**src/rtl/board_scan_gen_if.sv**
```systemverilog
// Signal bundle between the VGA scan generator and the per-block renderer.
// The generator (master) drives raster timing, decoded board coordinates and
// the frame-stable board map; the renderer side (slave) supplies the live map.
interface board_scan_gen_if;
  logic [124:0] map_in;
  logic [124:0] map_frame;
  logic         hsync;
  logic         vsync;
  logic         active;
  logic         in_board;
  logic [9:0]   h_cnt;
  logic [9:0]   v_cnt;
  logic [2:0]   block_x;
  logic [2:0]   block_y;
  logic [5:0]   pixel_x;
  logic [5:0]   pixel_y;
  logic         frame_start;

  modport master (
    input  map_in,
    output map_frame, hsync, vsync, active, in_board, h_cnt, v_cnt,
           block_x, block_y, pixel_x, pixel_y, frame_start
  );

  modport slave (
    output map_in,
    input  map_frame, hsync, vsync, active, in_board, h_cnt, v_cnt,
           block_x, block_y, pixel_x, pixel_y, frame_start
  );
endinterface

```
**src/rtl/board_scan_gen.sv**
```systemverilog
// VGA raster generator for the 5x5 Bingo board (64x64-pixel blocks).
// Produces registered, mutually aligned timing and board coordinates one
// cycle after the raster counters, and snapshots the board map on the first
// vertical-blanking line so a frame is always drawn from one consistent map.
module board_scan_gen #(
  parameter int H_ACTIVE = 640,
  parameter int H_FP     = 16,
  parameter int H_SYNC   = 96,
  parameter int H_BP     = 48,
  parameter int V_ACTIVE = 480,
  parameter int V_FP     = 10,
  parameter int V_SYNC   = 2,
  parameter int V_BP     = 33,
  parameter int BOARD_X0 = 160,
  parameter int BOARD_Y0 = 80
) (
  input  logic              clk_25MHz,
  input  logic              all_rst,
  board_scan_gen_if.master  bus
);

  localparam int BOARD_PIX = 5 * 64;
  localparam int H_TOT     = H_ACTIVE + H_FP + H_SYNC + H_BP;
  localparam int V_TOT     = V_ACTIVE + V_FP + V_SYNC + V_BP;

  localparam logic [9:0] H_LAST = 10'(H_TOT - 1);
  localparam logic [9:0] V_LAST = 10'(V_TOT - 1);
  localparam logic [9:0] H_ACT  = 10'(H_ACTIVE);
  localparam logic [9:0] V_ACT  = 10'(V_ACTIVE);
  localparam logic [9:0] HS_BEG = 10'(H_ACTIVE + H_FP);
  localparam logic [9:0] HS_END = 10'(H_ACTIVE + H_FP + H_SYNC);
  localparam logic [9:0] VS_BEG = 10'(V_ACTIVE + V_FP);
  localparam logic [9:0] VS_END = 10'(V_ACTIVE + V_FP + V_SYNC);
  localparam logic [9:0] BX_BEG = 10'(BOARD_X0);
  localparam logic [9:0] BX_END = 10'(BOARD_X0 + BOARD_PIX);
  localparam logic [9:0] BY_BEG = 10'(BOARD_Y0);
  localparam logic [9:0] BY_END = 10'(BOARD_Y0 + BOARD_PIX);
  // The board spans fewer than 512 pixels, so offsets fit in 9 bits.
  localparam logic [8:0] BX_OFF = 9'(BOARD_X0);
  localparam logic [8:0] BY_OFF = 9'(BOARD_Y0);

  // Everything the renderer consumes in a given pixel cycle.
  typedef struct packed {
    logic       hsync;
    logic       vsync;
    logic       active;
    logic       in_board;
    logic [9:0] h_cnt;
    logic [9:0] v_cnt;
    logic [2:0] block_x;
    logic [2:0] block_y;
    logic [5:0] pixel_x;
    logic [5:0] pixel_y;
    logic       frame_start;
  } scan_t;

  localparam scan_t SCAN_RST = '{hsync: 1'b1, vsync: 1'b1, default: '0};

  logic [9:0]   hc_q, hc_d;
  logic [9:0]   vc_q, vc_d;
  scan_t        scan_q, scan_d;
  logic [124:0] map_frame_q, map_frame_d;

  logic [8:0]   dx, dy;
  logic         in_board_w;

  // Raster counters: advance one pixel per cycle, wrap at line and frame end.
  always_comb begin
    // NOTE: every combinational output gets a default first, so no branch can
    // leave a value unassigned and infer a latch.
    hc_d = hc_q + 10'd1;
    vc_d = vc_q;
    if (hc_q == H_LAST) begin
      hc_d = '0;
      vc_d = (vc_q == V_LAST) ? '0 : vc_q + 10'd1;
    end
  end

  // Decode the current raster position into sync, visibility and board coords.
  always_comb begin
    dx         = hc_q[8:0] - BX_OFF;
    dy         = vc_q[8:0] - BY_OFF;
    in_board_w = (hc_q >= BX_BEG) && (hc_q < BX_END) &&
                 (vc_q >= BY_BEG) && (vc_q < BY_END);

    scan_d             = SCAN_RST;
    scan_d.h_cnt       = hc_q;
    scan_d.v_cnt       = vc_q;
    scan_d.active      = (hc_q < H_ACT) && (vc_q < V_ACT);
    scan_d.hsync       = !((hc_q >= HS_BEG) && (hc_q < HS_END));
    scan_d.vsync       = !((vc_q >= VS_BEG) && (vc_q < VS_END));
    scan_d.in_board    = in_board_w;
    scan_d.frame_start = (hc_q == '0) && (vc_q == '0);
    if (in_board_w) begin
      scan_d.block_x = dx[8:6];
      scan_d.pixel_x = dx[5:0];
      scan_d.block_y = dy[8:6];
      scan_d.pixel_y = dy[5:0];
    end
  end

  // Snapshot the live map at the start of vertical blanking; hold otherwise.
  always_comb begin
    map_frame_d = map_frame_q;
    if ((hc_q == '0) && (vc_q == V_ACT)) begin
      map_frame_d = bus.map_in;
    end
  end

  // State and output registers with synchronous reset.
  always_ff @(posedge clk_25MHz) begin
    // NOTE: non-blocking assignments so every flop samples pre-edge values,
    // independent of statement order.
    if (all_rst) begin
      hc_q        <= '0;
      vc_q        <= '0;
      scan_q      <= SCAN_RST;
      // NOTE: the map snapshot is a plain register bank, not a memory, so it
      // is reset: the renderer shows an empty board until the first latch.
      map_frame_q <= '0;
    end else begin
      hc_q        <= hc_d;
      vc_q        <= vc_d;
      scan_q      <= scan_d;
      map_frame_q <= map_frame_d;
    end
  end

  assign bus.map_frame   = map_frame_q;
  assign bus.hsync       = scan_q.hsync;
  assign bus.vsync       = scan_q.vsync;
  assign bus.active      = scan_q.active;
  assign bus.in_board    = scan_q.in_board;
  assign bus.h_cnt       = scan_q.h_cnt;
  assign bus.v_cnt       = scan_q.v_cnt;
  assign bus.block_x     = scan_q.block_x;
  assign bus.block_y     = scan_q.block_y;
  assign bus.pixel_x     = scan_q.pixel_x;
  assign bus.pixel_y     = scan_q.pixel_y;
  assign bus.frame_start = scan_q.frame_start;

endmodule

```
**src/flat_wrapper.sv**
```systemverilog
// flat-port wrapper written by rule: the top's interface ports become plain ports
module board_scan_gen_flat 
#(
  parameter int H_ACTIVE = 640,
  parameter int H_FP     = 16,
  parameter int H_SYNC   = 96,
  parameter int H_BP     = 48,
  parameter int V_ACTIVE = 480,
  parameter int V_FP     = 10,
  parameter int V_SYNC   = 2,
  parameter int V_BP     = 33,
  parameter int BOARD_X0 = 160,
  parameter int BOARD_Y0 = 80
)
  (clk_25MHz, all_rst, bus_map_in, bus_map_frame, bus_hsync, bus_vsync, bus_active, bus_in_board, bus_h_cnt, bus_v_cnt, bus_block_x, bus_block_y, bus_pixel_x, bus_pixel_y, bus_frame_start);
  board_scan_gen_if bus_i ();
  input  logic clk_25MHz;
  input  logic all_rst;
  input wire logic [$bits(bus_i.map_in)-1:0] bus_map_in;
  output wire logic [$bits(bus_i.map_frame)-1:0] bus_map_frame;
  output wire logic [$bits(bus_i.hsync)-1:0] bus_hsync;
  output wire logic [$bits(bus_i.vsync)-1:0] bus_vsync;
  output wire logic [$bits(bus_i.active)-1:0] bus_active;
  output wire logic [$bits(bus_i.in_board)-1:0] bus_in_board;
  output wire logic [$bits(bus_i.h_cnt)-1:0] bus_h_cnt;
  output wire logic [$bits(bus_i.v_cnt)-1:0] bus_v_cnt;
  output wire logic [$bits(bus_i.block_x)-1:0] bus_block_x;
  output wire logic [$bits(bus_i.block_y)-1:0] bus_block_y;
  output wire logic [$bits(bus_i.pixel_x)-1:0] bus_pixel_x;
  output wire logic [$bits(bus_i.pixel_y)-1:0] bus_pixel_y;
  output wire logic [$bits(bus_i.frame_start)-1:0] bus_frame_start;
  assign bus_i.map_in = bus_map_in;
  assign bus_map_frame = bus_i.map_frame;
  assign bus_hsync = bus_i.hsync;
  assign bus_vsync = bus_i.vsync;
  assign bus_active = bus_i.active;
  assign bus_in_board = bus_i.in_board;
  assign bus_h_cnt = bus_i.h_cnt;
  assign bus_v_cnt = bus_i.v_cnt;
  assign bus_block_x = bus_i.block_x;
  assign bus_block_y = bus_i.block_y;
  assign bus_pixel_x = bus_i.pixel_x;
  assign bus_pixel_y = bus_i.pixel_y;
  assign bus_frame_start = bus_i.frame_start;
  board_scan_gen #(.H_ACTIVE(H_ACTIVE), .H_FP(H_FP), .H_SYNC(H_SYNC), .H_BP(H_BP), .V_ACTIVE(V_ACTIVE), .V_FP(V_FP), .V_SYNC(V_SYNC), .V_BP(V_BP), .BOARD_X0(BOARD_X0), .BOARD_Y0(BOARD_Y0)) u_core (.clk_25MHz(clk_25MHz), .all_rst(all_rst), .bus(bus_i));
endmodule
```
**config.mk**
```make
export PLATFORM = sky130hd
export DESIGN_NAME = board_scan_gen_flat
export DESIGN_NICKNAME = d
export VERILOG_FILES = /design/src/rtl/board_scan_gen_if.sv /design/src/rtl/board_scan_gen.sv /design/src/flat_wrapper.sv
export SDC_FILE = /design/constraint.sdc
export NUM_CORES = 1
export LEC_CHECK = 0
export ABC_AREA = 1
export BUFFER_PORTS_ARGS = -buffer_cell sky130_fd_sc_hd__buf_4
export CAP_MARGIN = 20
export CORE_MARGIN = 2
export CORE_UTILIZATION = 49
export CTS_CLUSTER_SIZE = 25
export DETAILED_ROUTE_END_ITERATION = 12
export PLACE_DENSITY_LB_ADDON = 0.08
export SETUP_SLACK_MARGIN = 0.5
export SLEW_MARGIN = 25
export SYNTH_ARGS = -nofsm -noshare
export SYNTH_HDL_FRONTEND = slang
export SYNTH_SLANG_ARGS = --single-unit
```
**constraint.sdc**
```tcl
create_clock -name clk_25MHz -period 1.8 [get_ports clk_25MHz]
set_input_delay 0.27 -clock clk_25MHz [delete_from_list [all_inputs] [get_ports clk_25MHz]]
set_output_delay 0.27 -clock clk_25MHz [all_outputs]
set_load 0.01 [all_outputs]
```
==> results.cfg, run 1 <==
[status]
run_status = completed

[yosys]
synth.distinct_cells = 29
synth_most_common_cell = nor2_1
synthCells = 1111
synth_top_area_share_pct = 49.4
synth_warnings = 0
netlist_area_mm2 = 0.00762
synth_edf_count = 0
synth-seq-area-share_pct = 49.4
synth-async-reset-ratio_pct = 0
ys_seq_elements = 188
syn-mean-instance-area_um2 = 6.86
synth_ff_type = dfxtp_1
yosys-top-cells-count = 324 x nor2_1, 306 x nand2_1, 188 x dfxtp_1, 163 x inv_1, 17 x clkbuf_1
synth_fp_nets = 1249
synth_top_area_cell = dfxtp_1
synth.area.top_cells = dfxtp_1 49%, nor2_1 16%, nand2_1 15%

[place]
post_dp_cell_area_mm2 = 0.0102
port_buffers = 294
dp_slack_ns = 0.103
post-dp-hpwl_mm = 14.8
routabilityCongestion = 0.900
dpl.cell_count = 1572

[sta]
slew_headroom_pct = 69.2
fmax_mhz = 556
post-route-period-util_pct = 100
tightestPinTransition_ns = 0.458
setup_viol = 0
skew_ns = 0.0104
rsz0062_at_grt = yes
hold_violations = 0
period_minus_slack_ns = 1.80
setup_tns_ns = 0
maxSlewViolCount = 0
setup_ws_ns = 0.000641

[layout]
layout-drive-gt1-share_pct = 41.9
fin_cells = 1679
nFillCells = 954
n_antenna_cell = 0
layout.nets = 1617
final_cell_area_mm2 = 0.0127
area_growth_pct = 66.6
utilization_pct = 83.5

[clock_network]
clkTransAtPathRegs_ns = 0.07
cts_tree = done
clock_latency_ns = 0.43
htree_num_levels = 4
cts_buffers = 17
clock-sinks = 188
ctsLongestPathBuffers = 2
ctsRootBufferMaster = clkbuf_16

[floorplan]
coreArea_mm2 = 0.0152
ios = 295
start_util_pct = 50.1
die_w_um = 129
row_count = 45
die_h_um = 129
die_area_mm2 = 0.0166

[worst_setup_path]
critPathArrivalTime_ns = 2.11
reg2reg_depth = 9
worstSetupPathType = register to register
crit_fanout = 9
crit_family = simple AND/OR/NAND/NOR gates
path_buf_inv = 3
start_kind = register
crit_cells = 9
required_ns = 2.11
path_cells = nor2_2, nand3_2, nor2_4, nand3_4, buf_12, buf_4, clkbuf_16, nor2_1, nor2_1
critPathSlowestCell = dfxtp_1
cpPeakStageDelay_ns = 0.37
crit_top_cell = nor2_1
end_kind = register

[pwr]
swShare_pct = 21.3
peakVddDrop_uv = 636
p_switching_mw = 1.79
seq_power_share_pct = 49.7
cellPowerDensity_mw_per_mm2 = 663
internal-power_mw = 6.62
cellLeakagePower_nw = 6.61
power.combinational.fraction_pct = 5.0
pwr-share-clk_pct = 45.4

[detailed_routing]
routed-via-count = 8179
firstDrtPassIters = 7
wl_per_cell_um = 15.6
vias_per_cell = 4.87
drcViolationCount = 0
finalWirelength_mm = 26.2
drtIter0Drc = 564
ant_nets = 0

[global_route]
overflow = 0
grt_pass1_vias = 7141
grt_max_degree = 67
grt_pass1_wl_mm = 35.1
grt_util_all_layers_pct = 26.8
antenna_found_initial = 0

[hold_path]
holdPathStages = 3
min_path_type = input pin to register

[flow_run]
drv_cap = 0
==> stage by stage <==
stage,hold WS (ns),total power [mW]
2_1_floorplan,0.405,4.36
3_3_place_gp,0.446,4.62
3_5_place_dp,0.454,4.62
4_1_cts,0.0442,8.42
5_1_grt,0.0470,8.63
6_report,0.0490,8.41
==> worst min-delay path: cells and delay by family <==
| kind | cells | cell delay [ns] |
|---|---|---|
| simple gates | 2 | 0.10 |
| buf+inv | 1 | 0.08 |
==> state kept, by name, summed over array words and instances (netlist names), 6 cells and up <==
register / count
u_core.bus.map_frame: 125
u_core.vc_q: 10
u_core.bus.h_cnt: 10
u_core.bus.v_cnt: 10
u_core.bus.pixel_y: 6
u_core.hc_q: 10
u_core.bus.pixel_x: 6
==> layout make-up <==
cell class              count  area (µm²)  share of cell area, %
inverters                 167         648                   5.11
repair buffers            399        3760                   29.6
flip-flops and latches    188        3790                   29.9
clock buffers              20         447                   3.52
well taps                 188         235                   1.85
multi-input cells         706        3670                   28.9
clock inverters            11         141                   1.11
==> path summary, 6_finish.rpt <==
path	startpoint	end	slack, ns
min	bus_map_in[30]	u_core.bus.map_frame[30]$_SDFFE_PP0P_	0.05
max reg2reg	u_core.vc_q[3]$_SDFFE_PP0P_	u_core.bus.map_frame[98]$_SDFFE_PP0P_	0.0006
min reg2reg	u_core.hc_q[5]$_SDFF_PP0_	u_core.bus.pixel_x[5]$_SDFF_PP0_	0.48
max	u_core.vc_q[3]$_SDFFE_PP0P_	u_core.bus.map_frame[98]$_SDFFE_PP0P_	0.0006
==> layout by cell type (no fill, tap or decap), types with 6 or more instances in the layout <==
cell       instances
ha_1               6
dfxtp_1          177
nand4_1           10
buf_8              8
inv_1            151
nor2_2            54
nor2_4            30
nand2_1          243
buf_16            11
buf_4            330
nand3_1           11
nand2_2           43
inv_2              8
inv_4              6
clkbuf_16         30
clkinv_2           6
buf_12            13
dfxtp_4            6
nor2_1           242
buf_6             24
nand2_4           20
==> routing by layer <==
metal	vias to the layer above	part of all wire, %	track usage, %	wire, µm
met3	93	8.1	8.11	2130
li1	3989	-	-	-
met1	3688	37	31.0	9620
met4	0	4.0	10.7	1040
met2	409	51	46.4	13400
met5	-	0	0	0
==> kinds of logic after synthesis <==
family / Yosys count / share of synthesized area (%)
xor gates and xnor gates: 5 / 0.575
and+or+nand+nor: 670 / 34.2
adders and majority gates: 11 / 1.81
AOI/OAI and AO/OA: 20 / 1.49
buffers and inverters: 217 / 12.5
DFF: 188 / 49.4
==> what timing repair did <==
action,4_1_cts,5_1_grt
cloned,11,15
resized for setup,97,184
hold buffers,0,0
setup endpoints to repair,163,163
pin swaps,13,60
setup buffers,34,16
==> power groups by stage <==
stage / clock network [mW] / registers [mW] / logic, mW
3_5_place_dp: 0 / 4.27 / 0.343
5_1_grt: 4.02 / 4.18 / 0.441
2_1_floorplan: 0 / 4.28 / 0.0826
6_report: 3.81 / 4.18 / 0.418
3_3_place_gp: 0 / 4.27 / 0.346
4_1_cts: 3.86 / 4.18 / 0.384
(Power assumes the default switching activity.)
==> run 2: changes to the inputs <==
--- a/config.mk
+++ b/config.mk
@@ -8,8 +8,8 @@
 export ABC_AREA = 1
 export BUFFER_PORTS_ARGS = -buffer_cell sky130_fd_sc_hd__buf_4
 export CAP_MARGIN = 20
-export CORE_MARGIN = 2
-export CORE_UTILIZATION = 49
+export CORE_UTILIZATION = 51
+export CTS_BUF_LIST = sky130_fd_sc_hd__clkbuf_8
 export CTS_CLUSTER_SIZE = 25
 export DETAILED_ROUTE_END_ITERATION = 12
 export PLACE_DENSITY_LB_ADDON = 0.08
==> results.cfg, run 2 (synthesis gave the netlist of run 1 again) <==
[floorplan]
die_h_um = 124
row_count = 44
die_area_mm2 = 0.0154
ios = 295
start_util_pct = 52.4
coreArea_mm2 = 0.0145
die_w_um = 124

[clock_network]
ctsLongestPathBuffers = 2
htree_num_levels = 4
cts_buffers = 17
clock-sinks = 188
clock_latency_ns = 0.47
ctsRootBufferMaster = clkbuf_8
clkTransAtPathRegs_ns = 0.10
cts_tree = done

[sta]
rsz0062_at_grt = yes
tightestPinTransition_ns = 0.461
hold_violations = 0
slew_headroom_pct = 69.2
maxSlewViolCount = 0
period_minus_slack_ns = 1.65
setup_viol = 0
setup_tns_ns = 0
post-route-period-util_pct = 91.6
setup_ws_ns = 0.152
skew_ns = 0.0125
fmax_mhz = 607

[worst_setup_path]
start_kind = register
cpPeakStageDelay_ns = 0.37
critPathArrivalTime_ns = 2.05
critPathLaunch = u_core.hc_q[0]$_SDFF_PP0_
path_cells = inv_4, ha_4, nand3_4, nor2_4, nand3_4, buf_12, buf_16, nand2_1, nand2_1, nor2_1
r2r-end = u_core.bus.map_frame[18]$_SDFFE_PP0P_
critPathSlowestCell = dfxtp_4
crit_fanout = 9
required_ns = 2.20
reg2reg_depth = 10
crit_end = u_core.bus.map_frame[18]$_SDFFE_PP0P_
end_kind = register
r2r_setup_slack_ns = 0.15
worstSetupPathType = register to register
reg2reg_from = u_core.hc_q[0]$_SDFF_PP0_

[global_route]
overflow = 0
grt_max_degree = 83
grt_pass1_vias = 7279
grt_util_all_layers_pct = 29.9
antenna_found_initial = 0
grt_pass1_wl_mm = 36.7

[pwr]
swShare_pct = 21.9
finalPower_mw = 7.83
power.combinational.fraction_pct = 5.6
seq_power_share_pct = 53.3
internal-power_mw = 6.11
peakVddDrop_uv = 401
cellLeakagePower_nw = 6.32
pwr-share-clk_pct = 41.2
cellPowerDensity_mw_per_mm2 = 668
p_switching_mw = 1.72

[place]
post-dp-hpwl_mm = 14.6
dp_slack_ns = 0.0650
routabilityCongestion = 0.858
dpl.cell_count = 1567
port_buffers = 294
post_dp_cell_area_mm2 = 0.0101

[layout]
fin_cells = 1645
n_antenna_cell = 0
layout-drive-gt1-share_pct = 35.3
nFillCells = 1017
multi_input_area_mm2 = 0.00333
layout.nets = 1586
final_cell_area_mm2 = 0.0117
area_growth_pct = 53.9
register_area_mm2 = 0.00378
mostFrequentLayoutCells = 324 x buf_4, 284 x nand2_1, 280 x nor2_1, 178 x dfxtp_1, 152 x inv_1
mostFrequentLayoutCell = buf_4
largest_reg_flops = 125

[flow_run]
drv_cap = 0

[detailed_routing]
ant_nets = 0
routed-via-count = 7849
wl_per_cell_um = 14.7
drtIter0Drc = 488
vias_per_cell = 4.77
firstDrtPassIters = 5
drcViolationCount = 0
finalWirelength_mm = 24.1

[hold_path]
min_path_type = input pin to register

[status]
run_status = completed
## run 2: critical path, delay by kind of cell (launching register included)
family                   cells  cell delay [ns]
AND/OR/NAND/NOR              6             0.65
buffers and inverters        3             0.42
flip-flops                   1             0.37
adder cells (fa/ha/maj)      1             0.13
## run 2: routing by layer
layer  track usage [%]  up-vias  share of wire, %  routed length (µm)
met1              34.3     3564                39                9480
li1                  -     3914                 -                   -
met2              51.9      303                50               12100
met4              14.1        0               3.8                 924
met3              7.33       68               6.7                1610
met5                 0        -                 0                   0
## run 2: metrics by stage
step,hold slack [ns],util (%)
CTS,0.000464,78.8
floorplan,0.405,-
global route,0.00246,80.7
global placement,0.444,69.4
detailed placement,0.450,69.4
finish,0.00393,80.7
## run 2: worst min path at each step
stage	from	endpoint	cells after the start
5_1_grt	bus_map_in[35]	u_core.bus.map_frame[35]$_SDFFE_PP0P_	3
6_report	bus_map_in[43]	u_core.bus.map_frame[43]$_SDFFE_PP0P_	3
3_3_place_gp	u_core.hc_q[0]$_SDFF_PP0_	u_core.hc_q[0]$_SDFF_PP0_	1
4_1_cts	bus_map_in[76]	u_core.bus.map_frame[76]$_SDFFE_PP0P_	3
3_5_place_dp	u_core.hc_q[0]$_SDFF_PP0_	u_core.hc_q[0]$_SDFF_PP0_	1
2_1_floorplan	bus_map_in[0]	u_core.bus.map_frame[0]$_SDFFE_PP0P_	2
## run 2: repair_timing
item	4_1_cts	5_1_grt
gates resized for setup	109	47
pin swaps	31	22
endpoints found under the hold margin	5	1
setup endpoints to repair	164	166
hold buffers	5	1
cloned	13	3
buffers inserted	19	5
## run 2: power groups by stage
stage,Combinational (mW),Clock (mW),Sequential (mW)
final,0.435,3.22,4.17
after global routing,0.462,3.43,4.17
after CTS,0.409,3.25,4.17
after detailed placement,0.344,0,4.27
after global placement,0.344,0,4.27
after floorplan,0.0826,0,4.28
## run 2: cell type report
| type | count | area share [%] |
|---|---|---|
| Sequential cell | 188 | 32.3 |
| Multi-Input combinational cell | 706 | 28.4 |
| Timing Repair Buffer | 368 | 27.9 |
| Inverter | 167 | 5.43 |
| Clock buffer | 18 | 2.11 |
| Tap cell | 184 | 1.96 |
| Clock inverter | 14 | 1.85 |
